==> src/rtl/fp_pkg.sv <==
// fp_pkg: shared field widths, constants, flag indices and state encoding for the float-to-int converter
package fp_pkg;
    localparam int EXP_W = 8;
    localparam int FRAC_W = 23;
    localparam logic [EXP_W-1:0] EXP_BIAS = 8'd127;
    localparam logic [EXP_W-1:0] ALIGN_EXP = 8'd150;
    localparam logic [31:0] INT_MAX = 32'h7FFF_FFFF;
    localparam logic [31:0] INT_MIN = 32'h8000_0000;
    localparam int FLG_INVALID = 2;
    localparam int FLG_OVF = 1;
    localparam int FLG_INEXACT = 0;
    typedef enum logic [1:0] {IDLE, SHIFT, DONE} state_t;
endpackage

==> src/rtl/fp_classify.sv <==
// fp_classify: splits a single-precision word and classifies it for integer conversion
module fp_classify
    import fp_pkg::*;
(
    input  logic [31:0]       in_data,
    output logic              sign,
    output logic [FRAC_W-1:0] frac,
    output logic              is_nan_inf,
    output logic              is_small,
    output logic              is_int_min,
    output logic              is_ovf,
    output logic [4:0]        shamt,
    output logic              shl
);
    logic [EXP_W-1:0] e;
    // Field split, special-case detection and alignment distance relative to the integer point
    always_comb begin
        sign = in_data[31];
        e = in_data[30:23];
        frac = in_data[22:0];
        is_nan_inf = e == 8'd255;
        is_small = e < EXP_BIAS;
        is_int_min = in_data == 32'hCF00_0000;
        is_ovf = e >= 8'd158;
        shl = e > ALIGN_EXP;
        shamt = shl ? 5'(e - ALIGN_EXP) : 5'(ALIGN_EXP - e);
    end
endmodule

==> src/rtl/fp_to_int_seq.sv <==
// fp_to_int_seq: float to saturating signed 32-bit integer, one shifter bit per cycle, valid/ready on both sides
module fp_to_int_seq
    import fp_pkg::*;
(
    input  logic        clk,
    input  logic        rst,
    input  logic        in_valid,
    output logic        in_ready,
    input  logic [31:0] in_data,
    output logic        out_valid,
    input  logic        out_ready,
    output logic [31:0] out_data,
    output logic [2:0]  out_flags
);
    state_t state_q, state_d;
    logic in_ready_q, in_ready_d;
    logic out_valid_q, out_valid_d;
    logic [31:0] mag_q, mag_d;
    logic [31:0] data_q, data_d;
    logic [2:0] flags_q, flags_d;
    logic [4:0] cnt_q, cnt_d;
    logic dir_q, dir_d;
    logic neg_q, neg_d;
    logic sticky_q, sticky_d;
    logic sign, is_nan_inf, is_small, is_int_min, is_ovf, shl;
    logic [FRAC_W-1:0] frac;
    logic [4:0] shamt;

    fp_classify u_cls (
        .in_data    (in_data),
        .sign       (sign),
        .frac       (frac),
        .is_nan_inf (is_nan_inf),
        .is_small   (is_small),
        .is_int_min (is_int_min),
        .is_ovf     (is_ovf),
        .shamt      (shamt),
        .shl        (shl)
    );

    assign in_ready = in_ready_q;
    assign out_valid = out_valid_q;
    assign out_data = data_q;
    assign out_flags = flags_q;

    // Specials preload their final magnitude with zero shift, so every path finishes through the same negate step
    always_comb begin
        state_d = state_q;
        in_ready_d = in_ready_q;
        out_valid_d = out_valid_q;
        mag_d = mag_q;
        data_d = data_q;
        flags_d = flags_q;
        cnt_d = cnt_q;
        dir_d = dir_q;
        neg_d = neg_q;
        sticky_d = sticky_q;
        case (state_q)
            IDLE: begin
                if (in_valid) begin
                    state_d = SHIFT;
                    in_ready_d = 1'b0;
                    flags_d = '0;
                    sticky_d = 1'b0;
                    cnt_d = '0;
                    dir_d = 1'b0;
                    neg_d = 1'b0;
                    if (is_nan_inf) begin
                        flags_d[FLG_INVALID] = 1'b1;
                        mag_d = (sign && frac == '0) ? INT_MIN : INT_MAX;
                    end else if (is_small) begin
                        flags_d[FLG_INEXACT] = |in_data[30:0];
                        mag_d = '0;
                    end else if (is_int_min) begin
                        mag_d = INT_MIN;
                    end else if (is_ovf) begin
                        flags_d[FLG_OVF] = 1'b1;
                        mag_d = sign ? INT_MIN : INT_MAX;
                    end else begin
                        mag_d = {8'b0, 1'b1, frac};
                        cnt_d = shamt;
                        dir_d = shl;
                        neg_d = sign;
                    end
                end
            end
            SHIFT: begin
                if (cnt_q != '0) begin
                    cnt_d = cnt_q - 5'd1;
                    mag_d = dir_q ? mag_q << 1 : mag_q >> 1;
                    sticky_d = sticky_q | (~dir_q & mag_q[0]);
                end else begin
                    data_d = neg_q ? -mag_q : mag_q;
                    flags_d[FLG_INEXACT] = flags_q[FLG_INEXACT] | sticky_q;
                    out_valid_d = 1'b1;
                    state_d = DONE;
                end
            end
            DONE: begin
                if (out_ready) begin
                    out_valid_d = 1'b0;
                    in_ready_d = 1'b1;
                    state_d = IDLE;
                end
            end
            default: state_d = IDLE;
        endcase
    end

    // State and datapath registers; reset drops any conversion in flight
    always_ff @(posedge clk) begin
        if (rst) begin
            state_q <= IDLE;
            in_ready_q <= 1'b1;
            out_valid_q <= 1'b0;
            mag_q <= '0;
            data_q <= '0;
            flags_q <= '0;
            cnt_q <= '0;
            dir_q <= 1'b0;
            neg_q <= 1'b0;
            sticky_q <= 1'b0;
        end else begin
            state_q <= state_d;
            in_ready_q <= in_ready_d;
            out_valid_q <= out_valid_d;
            mag_q <= mag_d;
            data_q <= data_d;
            flags_q <= flags_d;
            cnt_q <= cnt_d;
            dir_q <= dir_d;
            neg_q <= neg_d;
            sticky_q <= sticky_d;
        end
    end
endmodule

==> config.mk <==
export PLATFORM = sky130hd
export DESIGN_NAME = fp_to_int_seq
export DESIGN_NICKNAME = d
export VERILOG_FILES = /design/src/rtl/fp_pkg.sv /design/src/rtl/fp_classify.sv /design/src/rtl/fp_to_int_seq.sv
export SDC_FILE = /design/constraint.sdc
export NUM_CORES = 1
export LEC_CHECK = 0
export CORE_AREA = 2 2 122 124
export DETAILED_ROUTE_END_ITERATION = 10
export DIE_AREA = 0 0 124 126
export GPL_ROUTABILITY_DRIVEN = 0
export HOLD_SLACK_MARGIN = 0.06
export SLEW_MARGIN = 40
export SYNTH_ARGS = -nofsm -noshare
export SYNTH_HDL_FRONTEND = slang
export SYNTH_SLANG_ARGS = --single-unit
==> constraint.sdc <==
create_clock -name clk -period 4.5 [get_ports clk]
set_input_delay 0.9 -clock clk [delete_from_list [all_inputs] [get_ports clk]]
set_output_delay 0.9 -clock clk [all_outputs]
set_load 0.05 [all_outputs]
==> flow_summary_export.csv <==
group,metric,value,unit
clocking,cts_resized,0,
sta,tns,0,ns
route,via_count,4514,
outcome,outcome,"finished, final reports clean",
global_route,grt_first_pass_wirelength,21.5,mm
clocking,cts_htree_levels,3,
clocking,cts_buffer_depth,2,
clocking,holdBufCountCts,0,
placed_design,hpwl,9.34,mm
finish,diodes,0,
logic_synthesis,syn_inst,584,
global_route,grt_usage,0.171,
worst_setup_path,required,4.74,ns
route,drtIter0Drc,278,
sta,rsz0062_at_grt,"no",
global_route,grt_pass1_vias,4257,
route,antenna_left,0,
sta,timing.final.ws_setup,1.52,ns
worst_setup_path,cp_max_fo,24,
global_route,grt_max_degree,44,
sta,setup_violations,0,
route,drc,0,
logic_synthesis,synth_edf_count,0,
worst_setup_path,setup.worst_path.end_class,"flip-flop",
clocking,cts_root_buffer,"clkbuf_16",
logic_synthesis,synth_area_per_cell,8.48,sq um
flow_run,max_cap_viol_count,0,
sta,finalMaxSlewViolations,0,
finish,finalNetCount,668,
finish,fillCellCount,1463,
pwr,p_leak,0.00197,uW
route,viasPerCell,5.55,
route,dr.pass1.iters,4,
die,die_w,124,um
clocking,post-cts-setup-buffers,0,
worst_setup_path,worstSetupPathType,"in -> reg",
sta,finalCriticalPeriod,2.98,ns
die,dieArea,15600,sq um
finish,area_growth,21.1,%
die,start_util,0.346,
placed_design,place_inst,798,
die,rows,44,
logic_synthesis,syn-cell-area,4950,sq um
logic_synthesis,ys_types,62,
pwr,power,2770,uW
sta,fmax,0.336,GHz
clocking,clkLatencyLatePin,0.34,ns
route,wl,13.1,mm
placed_design,port_buffers,72,
pwr,ir_drop,0.205,mV
clocking,cts_tree,"yes",
worst_setup_path,crit_arrival,3.22,ns
worst_setup_path,start_kind,"input pin",
clocking,cts-buffers-inserted,9,
logic_synthesis,synthFlopType,"dfxtp_1",
sta,fin_crit_sh,0.662,
global_route,antenna_found_initial,0,
hold_path,worstHoldPathType,"reg -> reg",
clocking,path_clk_slew,0.06,ns
clocking,clkSinkCount,79,
die,pin_count,73,
finish,drive_above_1_share,0.148,
global_route,grt_overflow,0,
sta,hold_viol_final,0,
logic_synthesis,synth_warnings,0,
logic_synthesis,ys_ff_latch,79,
die,core-area,14300,sq um
sta,hold_ws,0.451,ns
die,die_y,126,um
logic_synthesis,syn_nets,627,
pwr,power_density,461,nW/um^2
sta,skew,0.00671,ns
logic_synthesis,async_flop_share,0,
placed_design,place_ws,1.07,ns
route,drt-wirelength-per-cell,16.0,um
sta,relSlewSlack,0.475,
finish,fin_cells,814,
logic_synthesis,ys_seq_area_frac,0.319,
sta,tightest_slew,0.787,ns
[worst max-delay path, stage by stage]
cell and delay [ns]:
clkdlybuf4s50_1 0.64, inv_1 0.08, ha_1 0.20, o2111ai_1 0.40
a221oi_1 0.17, a31oi_1 0.17, buf_4 0.28, o211ai_1 0.15
a221oi_1 0.24
[cell families (layout without fill, tap and decap cells)]
family	after synthesis	count (layout)	share of synthesized area
AO/OA/AOI/OAI	188	188	0.280
XOR/XNOR	30	30	0.0531
adder cells (fa/ha/maj)	7	7	0.0177
buffers and inverters	66	112	0.0728
flip-flops	79	79	0.319
multiplexers	32	32	0.0725
AND/OR/NAND/NOR	182	182	0.184
[cells in the mapped netlist (5+ instances only)]
cell	number	area, sq um
mux2_2	31	349
a21oi_1	43	215
xor2_1	23	201
nand4_1	8	50.1
xnor2_1	7	61.3
nor3_1	10	50.1
dfxtp_1	79	1580
buf_6	5	56.3
o211ai_1	25	188
o21ai_0	9	45.0
nand2_1	28	105
ha_1	7	87.6
nor2_1	79	297
o31ai_1	6	45.0
or3_1	10	62.6
or2_2	7	43.8
a211oi_1	57	428
a221oi_1	6	52.6
o41ai_2	9	146
clkbuf_8	5	68.8
clkbuf_1	39	146
or4_4	5	56.3
inv_1	13	48.8
nand3_1	9	45.0
[per-stage QoR]
| stage | area, sq um | utilization |
|---|---|---|
| finish | 5990 | 0.419 |
| global route | 5990 | 0.419 |
| CTS | 5980 | 0.418 |
| detailed placement | 5690 | 0.397 |
| global placement | 5690 | 0.397 |
| floorplan | 4950 | - |
[cell usage in the layout, fill, tap and decap left out, drive strengths merged, types with 8 or more instances in the layout]
| cell type | Yosys | final |
|---|---|---|
| dfxtp | 79 | 79 |
| nor2 | 79 | 79 |
| clkdlybuf4s50 | 0 | 71 |
| a211oi | 57 | 57 |
| a21oi | 43 | 43 |
| mux2 | 31 | 31 |
| nand2 | 28 | 28 |
| o211ai | 25 | 25 |
| xor2 | 23 | 23 |
| clkbuf | 44 | 14 |
| inv | 13 | 13 |
| o41ai | 13 | 13 |
| buf | 8 | 12 |
| o21ai | 12 | 12 |
| or3 | 11 | 11 |
| or4 | 11 | 11 |
| nor3 | 10 | 10 |
| nand3 | 9 | 9 |
| nand4 | 8 | 8 |
[flip-flops by register name, summed over array words and instances (netlist names)]
signal and count:
mag_q 32, out_data 32, cnt_q 5, out_flags 3
state_q 2, dir_q 1, in_ready 1, neg_q 1
out_valid 1, sticky_q 1
[final cells by class]
class                   instances  area (sq um)  area share
multi-input cells             439          3040       0.507
well taps                     184           230      0.0384
clock inverters                 2          12.5     0.00209
inverters                      13          48.8     0.00814
clock buffers                  14           284      0.0474
repair buffers                 83           798       0.133
flip-flops and latches         79          1580       0.264
[path summary, 6_finish.rpt]
check,cells after the start,slack [ns],from,end
setup / recovery,9,1.52,in_data[23],mag_q[1]$_SDFFE_PP0P_
hold / removal,2,0.45,out_flags[1]$_SDFFE_PP0P_,out_flags[1]$_SDFFE_PP0P_
setup reg to reg,5,1.91,mag_q[8]$_SDFFE_PP0P_,out_data[22]$_SDFFE_PP0P_
hold reg to reg,2,0.45,out_flags[1]$_SDFFE_PP0P_,out_flags[1]$_SDFFE_PP0P_
[report_power, final]
| group | switching, uW | internal (uW) |
|---|---|---|
| registers | 153 | 821 |
| clock network | 282 | 433 |
| logic | 667 | 408 |
[routing by layer]
metal	vias up	GRT usage	wire, um
li1	2276	-	-
met1	2101	0.245	6390
met2	120	0.254	5720
met3	17	0.0272	709
met4	0	0.0661	235
met5	-	0	0
Note: power is estimated with default switching activity, not from simulation.
